--- src/rtl/digi_ota_array.sv ---
`default_nettype none
// ============================================================================
// Module      : digi_ota_array
// Description : Array of digital OTA channels. Each channel synchronizes its
//               vip/vin pair, filters the derived drive candidate and commits
//               it to a tri-state output (HIZ / DRV_HI / DRV_LO).
// Revision    : 1.0 - initial release
// ============================================================================
module digi_ota_array #(
    parameter int CH   = 4,
    parameter int FILT = 3
) (
    input  logic          clk,
    input  logic          rst,
    input  logic          en,
    input  logic          mode,
    input  logic [CH-1:0] vip,
    input  logic [CH-1:0] vin,
    output logic [CH-1:0] out_val,
    output logic [CH-1:0] out_oe,
    output logic [CH-1:0] chg,
    output logic          any_active
);

    localparam logic [1:0] ST_HIZ    = 2'b00;
    localparam logic [1:0] ST_DRV_HI = 2'b01;
    localparam logic [1:0] ST_DRV_LO = 2'b10;

    localparam logic [3:0] C_CMAX = 4'(FILT - 1);

    generate
        for (genvar i = 0; i < CH; i++) begin : g_ch
            logic       r_s1_vip, r_s1_vin;
            logic       r_s2_vip, r_s2_vin;
            logic [1:0] w_cand;
            logic [1:0] r_p;
            logic [3:0] r_c;
            logic [1:0] r_state;
            logic [1:0] w_state_nxt;
            logic       r_chg;

            always_comb begin
                w_cand = ST_HIZ;
                if (r_s2_vip != r_s2_vin) begin
                    w_cand = r_s2_vip ? ST_DRV_HI : ST_DRV_LO;
                end
            end

            // Latch mode only blocks a drive-to-HIZ release; drive reversals still commit.
            always_comb begin
                w_state_nxt = r_state;
                if (!en) begin
                    w_state_nxt = ST_HIZ;
                end else if ((w_cand == r_p) && (r_c == C_CMAX) && (r_p != r_state)) begin
                    if (!(mode && (r_state != ST_HIZ) && (r_p == ST_HIZ))) begin
                        w_state_nxt = r_p;
                    end
                end
            end

            always_ff @(posedge clk) begin
                if (rst) begin
                    r_s1_vip <= 1'b0;
                    r_s1_vin <= 1'b0;
                    r_s2_vip <= 1'b0;
                    r_s2_vin <= 1'b0;
                    r_p      <= ST_HIZ;
                    r_c      <= 4'd0;
                    r_state  <= ST_HIZ;
                    r_chg    <= 1'b0;
                end else begin
                    r_s1_vip <= vip[i];
                    r_s1_vin <= vin[i];
                    r_s2_vip <= r_s1_vip;
                    r_s2_vin <= r_s1_vin;
                    if (!en) begin
                        r_p <= ST_HIZ;
                        r_c <= 4'd0;
                    end else if (w_cand != r_p) begin
                        r_p <= w_cand;
                        r_c <= 4'd0;
                    end else if (r_c < C_CMAX) begin
                        r_c <= r_c + 4'd1;
                    end
                    r_state <= w_state_nxt;
                    r_chg   <= (w_state_nxt != r_state);
                end
            end

            assign out_oe[i]  = (r_state != ST_HIZ);
            assign out_val[i] = (r_state == ST_DRV_HI);
            assign chg[i]     = r_chg;
        end
    endgenerate

    assign any_active = |out_oe;

endmodule
`default_nettype wire

--- config.mk ---
export PLATFORM = sky130hd
export DESIGN_NAME = digi_ota_array
export DESIGN_NICKNAME = d
export VERILOG_FILES = /design/src/rtl/digi_ota_array.sv
export SDC_FILE = /design/constraint.sdc
export NUM_CORES = 1
export LEC_CHECK = 0
export ABC_AREA = 0
export ABC_CLOCK_PERIOD_IN_PS = 1570
export CORE_MARGIN = 5
export CORE_UTILIZATION = 56
export CTS_CLUSTER_SIZE = 25
export DETAILED_ROUTE_END_ITERATION = 6
export GPL_ROUTABILITY_DRIVEN = 0
export GPL_TIMING_DRIVEN = 0
export PLACE_DENSITY = 0.79
export SLEW_MARGIN = 20
export SYNTH_ARGS = -nofsm -noshare
export SYNTH_HDL_FRONTEND = slang
export SYNTH_SLANG_ARGS = --single-unit
--- constraint.sdc ---
create_clock -name clk -period 1.57 [get_ports clk]
set_input_delay 0.314 -clock clk [delete_from_list [all_inputs] [get_ports clk]]
set_output_delay 0.314 -clock clk [all_outputs]
set_load 0.005 [all_outputs]
==> results.cfg, run 1 <==
[run_status]
status = finished, violations left
violations = setup timing

[sta]
holdWs_ps = 326
hold_viol_final = 0
finalMaxSlewViolations = 0
finalSetupTns_ps = -94.2
slew_headroom = 0.638
worst_pin_slew_ps = 543
setup_violations = 2
final.period_utilization = 1.03
rsz0062_at_grt = yes
worst_slack_ps = -51.2
max_freq_mhz = 617
finClkSkew_ps = 8.79
fin_crit_ps = 1620

[cells_and_area]
seq_area_um2 = 1080
multi_input_area_um2 = 1460
nFillCells = 320
design_area_um2 = 3250
synthToLayoutAreaGrowth_pct = 31.2
nNetsFinal = 336
fin_cells = 369
layout-drive-gt1-share = 0.252
antenna_cells = 0

[setup_path]
slowest_delay_ps = 470
start_kind = register
rrSetupSlack_ps = -50
cp_max_fo = 4
critPathArrivalTime_ps = 1840
end_kind = register
crit_chain = buf_6 -> xnor2_4 -> a2111oi_4 -> nand4_1 -> a221oi_2
required_ps = 1790
critical_path_class = reg -> reg
cp_slowest_cell = a2111oi_4

[yosys]
synth_edf_count = 0
synth_area_leaders = dfxtp_1 42%, xnor2_1 5.7%, nor2b_1 5.3%
synth_cells = 262
syn_area_um2 = 2480
async_reset_ff_frac = 0
yosys_warnings = 0
ys.flop_type = dfxtp_1
ys_seq_area_frac = 0.420
synth_top_area_share = 0.420
synth_most_common_cell = dfxtp_1
synth_top_cell_by_area = dfxtp_1
syn_area_per_cell_um2 = 9.47
synthTopCellsByCount = 52 x dfxtp_1, 28 x nor2_1, 21 x nor2b_1
synth_fp_nets = 282
ys_types = 26
ys_ff_latch = 52

[global_routing]
grt_pass1_vias = 1819
grt_use_total = 0.165
grt_pass1_wl_mm = 8.08
globalRouteOverflowTotal = 0
antenna_found_initial = 0
grt_max_degree = 15

[drt]
finalWirelength_mm = 4.99
drc = 0
routed-via-count = 2000
drt-initial-drc-count = 100
wl_per_cell_um = 13.5
routed_via_density = 5.42
drt-pass1-iter-count = 4
detail-route-antenna-nets = 0

[die]
die_w_um = 76.5
row_count = 24
start_util = 0.573
io_pins = 25
die_area_um2 = 5860
coreArea_um2 = 4320
dieHeight_um = 76.5

[cts]
cts.clk_slew.worst_paths_ps = 90
cts_tree = yes
root_buffer = clkbuf_8
cts_max_path_buffers = 2
numCtsBuffers = 5
clk-insertion-delay-late_ps = 300
cts.sink_count = 52
h-tree-depth = 2
holdBufCountCts = 0

[power]
combPwrFrac = 0.093
power_density_nw_per_um2 = 727
p_sw_frac = 0.234
p_leak_uw = 0.00128
peakVddDrop_mv = 0.784
p_int_uw = 1810
p_seq_frac = 0.579
power_switching_uw = 553
pwr-share-clk = 0.328

[place]
io_buffers = 23
dp_hpwl_mm = 3.12
placed_cells = 337
place_area_um2 = 2780

[job]
maxCapViolCount = 0

[worst_hold_path]
min_path_type = in -> reg
## worst paths after layout
kind,from,to,cells past startpoint
hold reg to reg,g_ch[1].r_s1_vin,g_ch[1].r_s2_vin,1
setup / recovery,g_ch[0].r_state[1],g_ch[0].r_chg,5
setup reg to reg,g_ch[0].r_state[1],g_ch[0].r_chg,5
hold / removal,en,g_ch[3].r_chg,2
## registers in the layout, summed over array words and instances, names as in the netlist
signal         cells
g_ch.r_s1_vin      4
g_ch.r_s2_vip      4
g_ch.r_s1_vip      4
g_ch.r_c          16
g_ch.r_p           8
g_ch.r_s2_vin      4
g_ch.r_chg         4
g_ch.r_state       8
## layer usage
| metal | global-route usage | up-vias | part of all wire |
|---|---|---|---|
| li1 | - | 1017 | - |
| met1 | 0.201 | 924 | 0.44 |
| met2 | 0.288 | 53 | 0.50 |
| met3 | 0.0414 | 6 | 0.052 |
| met4 | 0.0420 | 0 | 0.010 |
| met5 | 0 | - | 0 |
## logic make-up (layout without fill, tap and decap cells)
logic type,Yosys count,count (layout),share of synthesized area
AO/OA/AOI/OAI,32,32,0.127
XOR/XNOR,16,16,0.0565
buffers and inverters,27,82,0.0540
adder cells (fa/ha/maj),8,8,0.0404
flip-flops,52,52,0.420
AND/OR/NAND/NOR,127,127,0.302
## cell type report
class | instances | area share
Tap cell | 52 | 0.0200
Timing Repair Buffer | 47 | 0.126
Buffer | 15 | 0.0323
Inverter | 12 | 0.0138
Multi-Input combinational cell | 183 | 0.449
Sequential cell | 52 | 0.332
Clock buffer | 8 | 0.0277
## power by group through the flow
stage | clock (µW) | combinational (µW) | sequential [µW]
floorplan | 0 | 141 | 1410
global placement | 0 | 192 | 1410
detailed placement | 0 | 196 | 1410
CTS | 802 | 199 | 1370
global route | 869 | 243 | 1380
finish | 776 | 219 | 1370
## cells in the final DEF (no fill, tap or decap), drive strengths merged, types with 4 or more instances in the layout
cell type      Yosys  final
nand3              4      4
nand2b             9      9
nor3b              8      8
a221oi             4      4
inv               12     12
buf               11     33
and4bb             4      4
nor2              28     28
nor2b             21     21
o21a               4      4
and3              12     12
a211o              4      4
clkbuf             4     14
nand2             12     12
nor3               8      8
xnor2             16     16
nand4             13     13
o21ai             12     12
a2111oi            4      4
dlygate4sd2        0      7
a21oi              4      4
nor4bb             4      4
clkdlybuf4s50      0     14
dfxtp             52     52
or4bb              4      4
ha                 8      8
## critical path: cells and delay by family (launching register included)
| family | cells | cell delay (ps) |
|---|---|---|
| simple gates | 1 | 180 |
| buf+inv | 1 | 130 |
| flops | 1 | 360 |
| xor+xnor | 1 | 130 |
| compound gates | 2 | 740 |
## repair_timing
action	CTS	global route
resized for setup	39	29
setup endpoints to repair	15	24
pin swaps	7	16
buffers inserted	17	11
endpoints found under the hold margin	0	0
## per-stage QoR
step | util | total power [µW] | setup slack, ps
2_1_floorplan | - | 1550 | 150
3_3_place_gp | 0.642 | 1600 | -368
3_5_place_dp | 0.642 | 1610 | -359
4_1_cts | 0.712 | 2370 | -16.4
5_1_grt | 0.752 | 2490 | -101
6_report | 0.752 | 2370 | -51.2
Power figures use the tool's default switching activity.
==> inputs of run 2 (changes only) <==
--- a/config.mk
+++ b/config.mk
@@ -5,15 +5,16 @@
 export SDC_FILE = /design/constraint.sdc
 export NUM_CORES = 1
 export LEC_CHECK = 0
-export ABC_AREA = 0
+export ABC_AREA = 1
 export ABC_CLOCK_PERIOD_IN_PS = 1570
 export CORE_MARGIN = 5
-export CORE_UTILIZATION = 56
+export CORE_UTILIZATION = 62
 export CTS_CLUSTER_SIZE = 25
 export DETAILED_ROUTE_END_ITERATION = 6
+export DONT_BUFFER_PORTS = 1
 export GPL_ROUTABILITY_DRIVEN = 0
 export GPL_TIMING_DRIVEN = 0
-export PLACE_DENSITY = 0.79
+export PLACE_DENSITY = 0.78
 export SLEW_MARGIN = 20
 export SYNTH_ARGS = -nofsm -noshare
 export SYNTH_HDL_FRONTEND = slang
==> run 2 against run 1 <==
Clock skew about the same; critical path type is now reg -> out; clock power is 27% higher; fmax grew 17%; count of clock-buffer cells in the layout is 1 lower; the flow now finishes without violations; routed wire length decreased by 10%; setup slack better by 230 ps; design area is 17% lower; global-route usage increased by 2.0 points; largest cell class unchanged; worst hold slack worse by 220 ps; register-to-register slack improved by 240 ps.
==> results.cfg, run 2 <==
[yosys]
synth_top_cell_by_area = dfxtp_1
ys.flop_type = dfxtp_1
synth_top_area_share = 0.416
synth_most_common_cell = nand2_1
synth_fp_nets = 386
ys_types = 19
syn_area_um2 = 2500
syn_area_per_cell_um2 = 6.83
ys_seq_area_frac = 0.416
synth_edf_count = 0
yosys_warnings = 0
synth_area_leaders = dfxtp_1 42%, nand2_1 13%, nor2_1 11%
synth_cells = 366
ys_ff_latch = 52
async_reset_ff_frac = 0
synthTopCellsByCount = 85 x nand2_1, 71 x nor2_1, 70 x inv_1

[cts]
cts.clk_slew.worst_paths_ps = 90
cts.sink_count = 52
root_buffer = clkbuf_8
numCtsBuffers = 5
cts_tree = yes
h-tree-depth = 2
postCtsSetupBuffers = 0
cts_max_path_buffers = 2
holdBufCountCts = 0
clk-insertion-delay-late_ps = 300
cts_resized = 0

[cells_and_area]
nNetsFinal = 393
synthToLayoutAreaGrowth_pct = 7.95
nFillCells = 353
largest_register = g_ch.r_c
antenna_cells = 0
reg.largest.list = g_ch.r_c x16, g_ch.r_p x8, g_ch.r_state x8
seq_area_um2 = 1040
layout-drive-gt1-share = 0.0936
layout_commonest_cell = nand2_1
multi_input_area_um2 = 1140
largest_register_ffs = 16
layout_common_cells = 85 x nand2_1, 70 x inv_1, 70 x nor2_1

[global_routing]
antenna_found_initial = 0
grt_pass1_vias = 1929
met2_usage = 0.321
globalRouteMet3Util = 0.0438
globalRouteOverflowTotal = 0
grt_pass1_wl_mm = 7.87
grt_max_degree = 16
grt_most_used_layer = met2
grt_use_total = 0.185
use_met1 = 0.220

[sta]
max_freq_mhz = 720
finalMaxSlewViolations = 0
finalSetupTns_ps = 0
setup_violations = 0
rsz0062_at_grt = no
worst_pin_slew_ps = 521
final.period_utilization = 0.885
fin_crit_ps = 1390
hold_viol_final = 0
slew_headroom = 0.652
finClkSkew_ps = 8.87
holdWs_ps = 103

[setup_path]
required_ps = 1260
cp_max_fo = 6
critPathArrivalTime_ps = 1070
cp_slowest_cell = dfxtp_1
cp_num_buf_inv = 0
critical_path_class = reg -> out
crit_chain = nor2_1 -> nand4_1
start_kind = register
end_kind = output port
critical-path-top-delay-family = flip-flops
slowest_delay_ps = 390

[power]
p_leak_uw = 0.00136
p_seq_frac = 0.541
combPwrFrac = 0.071
p_sw_frac = 0.222
peakVddDrop_mv = 0.627
power_uw = 2540
p_int_uw = 1980
power_switching_uw = 566
power_density_nw_per_um2 = 942
pwr-share-clk = 0.388

[job]
maxCapViolCount = 0

[worst_hold_path]
min_path_type = in -> reg

[drt]
routed_via_density = 4.87
drt-initial-drc-count = 117
wl_per_cell_um = 10.5
finalWirelength_mm = 4.47
drc = 0
drt-pass1-iter-count = 4
routed-via-count = 2066
detail-route-antenna-nets = 0

[run_status]
status = complete, no violations

[die]
dieHeight_um = 73.5
start_util = 0.634
io_pins = 25
die_area_um2 = 5400
row_count = 23
coreArea_um2 = 3940
die_w_um = 73.5

[place]
dp_hpwl_mm = 3.24
io_buffers = 0
## run 2: cell count changes in the layout (fill, tap and decap cells not counted), moves of 13 or more
cell	change
nor2_1	+46
nand2_1	+73
inv_1	+58
clkdlybuf4s50_1	-14
nand3_1	+13
nor2b_1	-21
buf_4	-21
## run 2: path summary, 6_finish.rpt
check                                   startpoint          endpoint  slack [ps]  depth (start not counted)
worst max-delay path            g_ch[0].r_state[1]        any_active         180                          2
worst max register to register      g_ch[3].r_c[0]     g_ch[3].r_chg         190                         12
worst min register to register    g_ch[3].r_s1_vip  g_ch[3].r_s2_vip         390                          2
worst min-delay path                        vip[1]  g_ch[1].r_s1_vip         100                          2
## run 2: power groups by stage
stage / logic (µW) / registers [µW] / clock network [µW]
after global routing: 214 / 1380 / 1050
final: 181 / 1380 / 987
after floorplan: 147 / 1400 / 0
after global placement: 174 / 1410 / 0
after CTS: 180 / 1380 / 1010
after detailed placement: 178 / 1410 / 0
## run 2: final cells by class
| cell class | instances | area share |
|---|---|---|
| clock inverters | 1 | 0.0111 |
| inverters | 72 | 0.100 |
| well taps | 50 | 0.0232 |
| flip-flops and latches | 52 | 0.386 |
| clock buffers | 7 | 0.0357 |
| plain buffers | 9 | 0.0209 |
| multi-input cells | 233 | 0.423 |
## run 2: metrics by stage
stage	util	setup slack, ps	std cells	cell area (µm²)
3_3_place_gp	0.650	134	416	2560
6_report	0.685	181	424	2700
2_1_floorplan	-	344	366	2500
4_1_cts	0.682	155	424	2690
3_5_place_dp	0.650	125	416	2560
5_1_grt	0.685	20.7	424	2700
## run 2: kinds of logic after synthesis
logic type | synth area share
flip-flops | 0.416
XOR/XNOR | 0.0315
buffers and inverters | 0.131
AND/OR/NAND/NOR | 0.329
adder cells (fa/ha/maj) | 0.0400
AO/OA/AOI/OAI | 0.0525
## run 2: metal layers
layer,vias to the layer above,part of all wire
li1,1104,-
met1,915,0.46
met2,38,0.48
met3,9,0.049
met4,0,0.015
met5,-,0
==> inputs of run 3 (changes only) <==
--- a/config.mk
+++ b/config.mk
@@ -7,14 +7,17 @@
 export LEC_CHECK = 0
 export ABC_AREA = 1
 export ABC_CLOCK_PERIOD_IN_PS = 1570
+export CELL_PAD_IN_SITES_DETAIL_PLACEMENT = 1
+export CELL_PAD_IN_SITES_GLOBAL_PLACEMENT = 1
 export CORE_MARGIN = 5
-export CORE_UTILIZATION = 62
+export CORE_UTILIZATION = 45
 export CTS_CLUSTER_SIZE = 25
 export DETAILED_ROUTE_END_ITERATION = 6
 export DONT_BUFFER_PORTS = 1
 export GPL_ROUTABILITY_DRIVEN = 0
 export GPL_TIMING_DRIVEN = 0
-export PLACE_DENSITY = 0.78
+export PLACE_DENSITY_LB_ADDON = 0.1
+export REMOVE_ABC_BUFFERS = 1
 export SLEW_MARGIN = 20
 export SYNTH_ARGS = -nofsm -noshare
 export SYNTH_HDL_FRONTEND = slang
==> run 3 against run 2 <==
Combinational power is 13% lower; sequential cell count stayed put; sequential power hardly changed; critical path type is now reg -> reg.
==> results.cfg, run 3 (synthesis gave the netlist of run 2 again) <==
[place]
place_area_um2 = 2530
dp_hpwl_mm = 3.78
io_buffers = 0
placed_cells = 429

[sta]
hold_viol_final = 0
finalMaxSlewViolations = 0
rsz0062_at_grt = no
final.period_utilization = 0.892
setup_violations = 0
finClkSkew_ps = 4.16
slew_headroom = 0.763
worst_pin_slew_ps = 355
finalSetupTns_ps = 0
max_freq_mhz = 714
fin_crit_ps = 1400

[power]
p_sw_frac = 0.245
p_seq_frac = 0.604
power_uw = 2280
power_density_nw_per_um2 = 866
pwr-share-clk = 0.327
p_int_uw = 1720
peakVddDrop_mv = 0.464
p_leak_uw = 0.00131
combPwrFrac = 0.069
power_switching_uw = 558

[global_routing]
globalRouteOverflowTotal = 0
grt_pass1_wl_mm = 8.69
grt_use_total = 0.146
grt_pass1_vias = 2036
antenna_found_initial = 0
grt_max_degree = 30

[cells_and_area]
reg.largest.list = g_ch.r_c x16, g_ch.r_p x8, g_ch.r_state x8
fin_cells = 437
largest_register = g_ch.r_c
antenna_cells = 0
layout_common_cells = 85 x nand2_1, 70 x inv_1, 70 x nor2_1
synthToLayoutAreaGrowth_pct = 5.30
layout-drive-gt1-share = 0.0822
nFillCells = 751
nNetsFinal = 384
design_area_um2 = 2630
layout_commonest_cell = nand2_1
largest_register_ffs = 16

[run_status]
status = complete, no violations

[job]
maxCapViolCount = 0

[cts]
cts.clk_slew.worst_paths_ps = 90
h-tree-depth = 2
cts_tree = yes
cts_max_path_buffers = 2
numCtsBuffers = 5
cts.sink_count = 52
holdBufCountCts = 0
clk-insertion-delay-late_ps = 300
root_buffer = clkbuf_8

[setup_path]
crit_chain = inv_1 -> nand2_1 -> nand2_1 -> nand2_1 -> nor2_4 -> nand3_1 -> nand2_1 -> nand2_1 -> nand2_1 -> inv_1 -> a21oi_2
required_ps = 1800
critical_path_class = reg -> reg
critical-path-top-delay-family = simple AND/OR/NAND/NOR gates
end_kind = register
cp_common_cell = nand2_1
worstRegToRegCells = 11
cp_max_fo = 4
cp_slowest_cell = dfxtp_1
start_kind = register
worst-path-stages = 11
critPathArrivalTime_ps = 1630
slowest_delay_ps = 330
cp_num_buf_inv = 2

[worst_hold_path]
min_path_cells = 1
min_path_type = in -> reg

[drt]
drt-initial-drc-count = 64
routed-via-count = 2050
drt-pass1-iter-count = 4
detail-route-antenna-nets = 0
finalWirelength_mm = 4.88
drc = 0
wl_per_cell_um = 11.2
routed_via_density = 4.69

[die]
die_area_um2 = 7150
io_pins = 25
dieHeight_um = 84.6
coreArea_um2 = 5440
die_w_um = 84.6
row_count = 27
start_util = 0.460
==> run 3: per-layer routing <==
layer | vias to the layer above | GRT usage | share of wire
met5 | - | 0 | 0
met4 | 0 | 0.0388 | 0.014
met3 | 5 | 0.0422 | 0.042
met2 | 27 | 0.251 | 0.47
met1 | 933 | 0.178 | 0.48
li1 | 1085 | - | -
==> run 3: what timing repair did <==
action                     in CTS  in global routing
setup endpoints to repair       0                  1
buffers inserted                0                  0
gates resized for setup         0                  5
==> run 3: worst register-to-register path: stages, from the launching register on <==
cell     delay (ps)
dfxtp_1         330
inv_1            70
nand2_1         100
nand2_1         100
nand2_1          90
nor2_4          140
nand3_1          90
nand2_1          90
nand2_1          50
nand2_1          60
inv_1            50
a21oi_2         160
==> run 3: cell type report <==
cell class	instances	area, µm²	share of cell area
inverter	72	270	0.103
tap	72	90.1	0.0342
clock buffer	5	68.8	0.0261
multi-input combinational	233	1140	0.433
clock inverter	3	18.8	0.00713
sequential	52	1040	0.397
==> run 3: stage by stage <==
stage | utilization | worst slack (ps) | hold slack, ps
4_1_cts | 0.482 | 80.3 | 52.0
3_5_place_dp | 0.466 | 117 | 391
5_1_grt | 0.484 | 6.41 | 45.8
6_report | 0.484 | 170 | 67.2
3_3_place_gp | 0.466 | 130 | 389
2_1_floorplan | - | 361 | 376
==> run 3: worst paths after layout <==
check             slack, ps        startpoint               end
setup / recovery        170  g_ch[1].r_s2_vip     g_ch[1].r_chg
hold reg to reg         410  g_ch[1].r_s1_vin  g_ch[1].r_s2_vin
hold / removal           70               rst  g_ch[1].r_s2_vin
setup reg to reg        170  g_ch[1].r_s2_vip     g_ch[1].r_chg
==> run 3: power groups by stage <==
stage / Clock, µW / Combinational [µW] / Sequential, µW
after floorplan: 0 / 130 / 1400
after detailed placement: 0 / 157 / 1410
after global placement: 0 / 151 / 1410
after CTS: 799 / 159 / 1380
after global routing: 844 / 187 / 1380
final: 747 / 157 / 1380
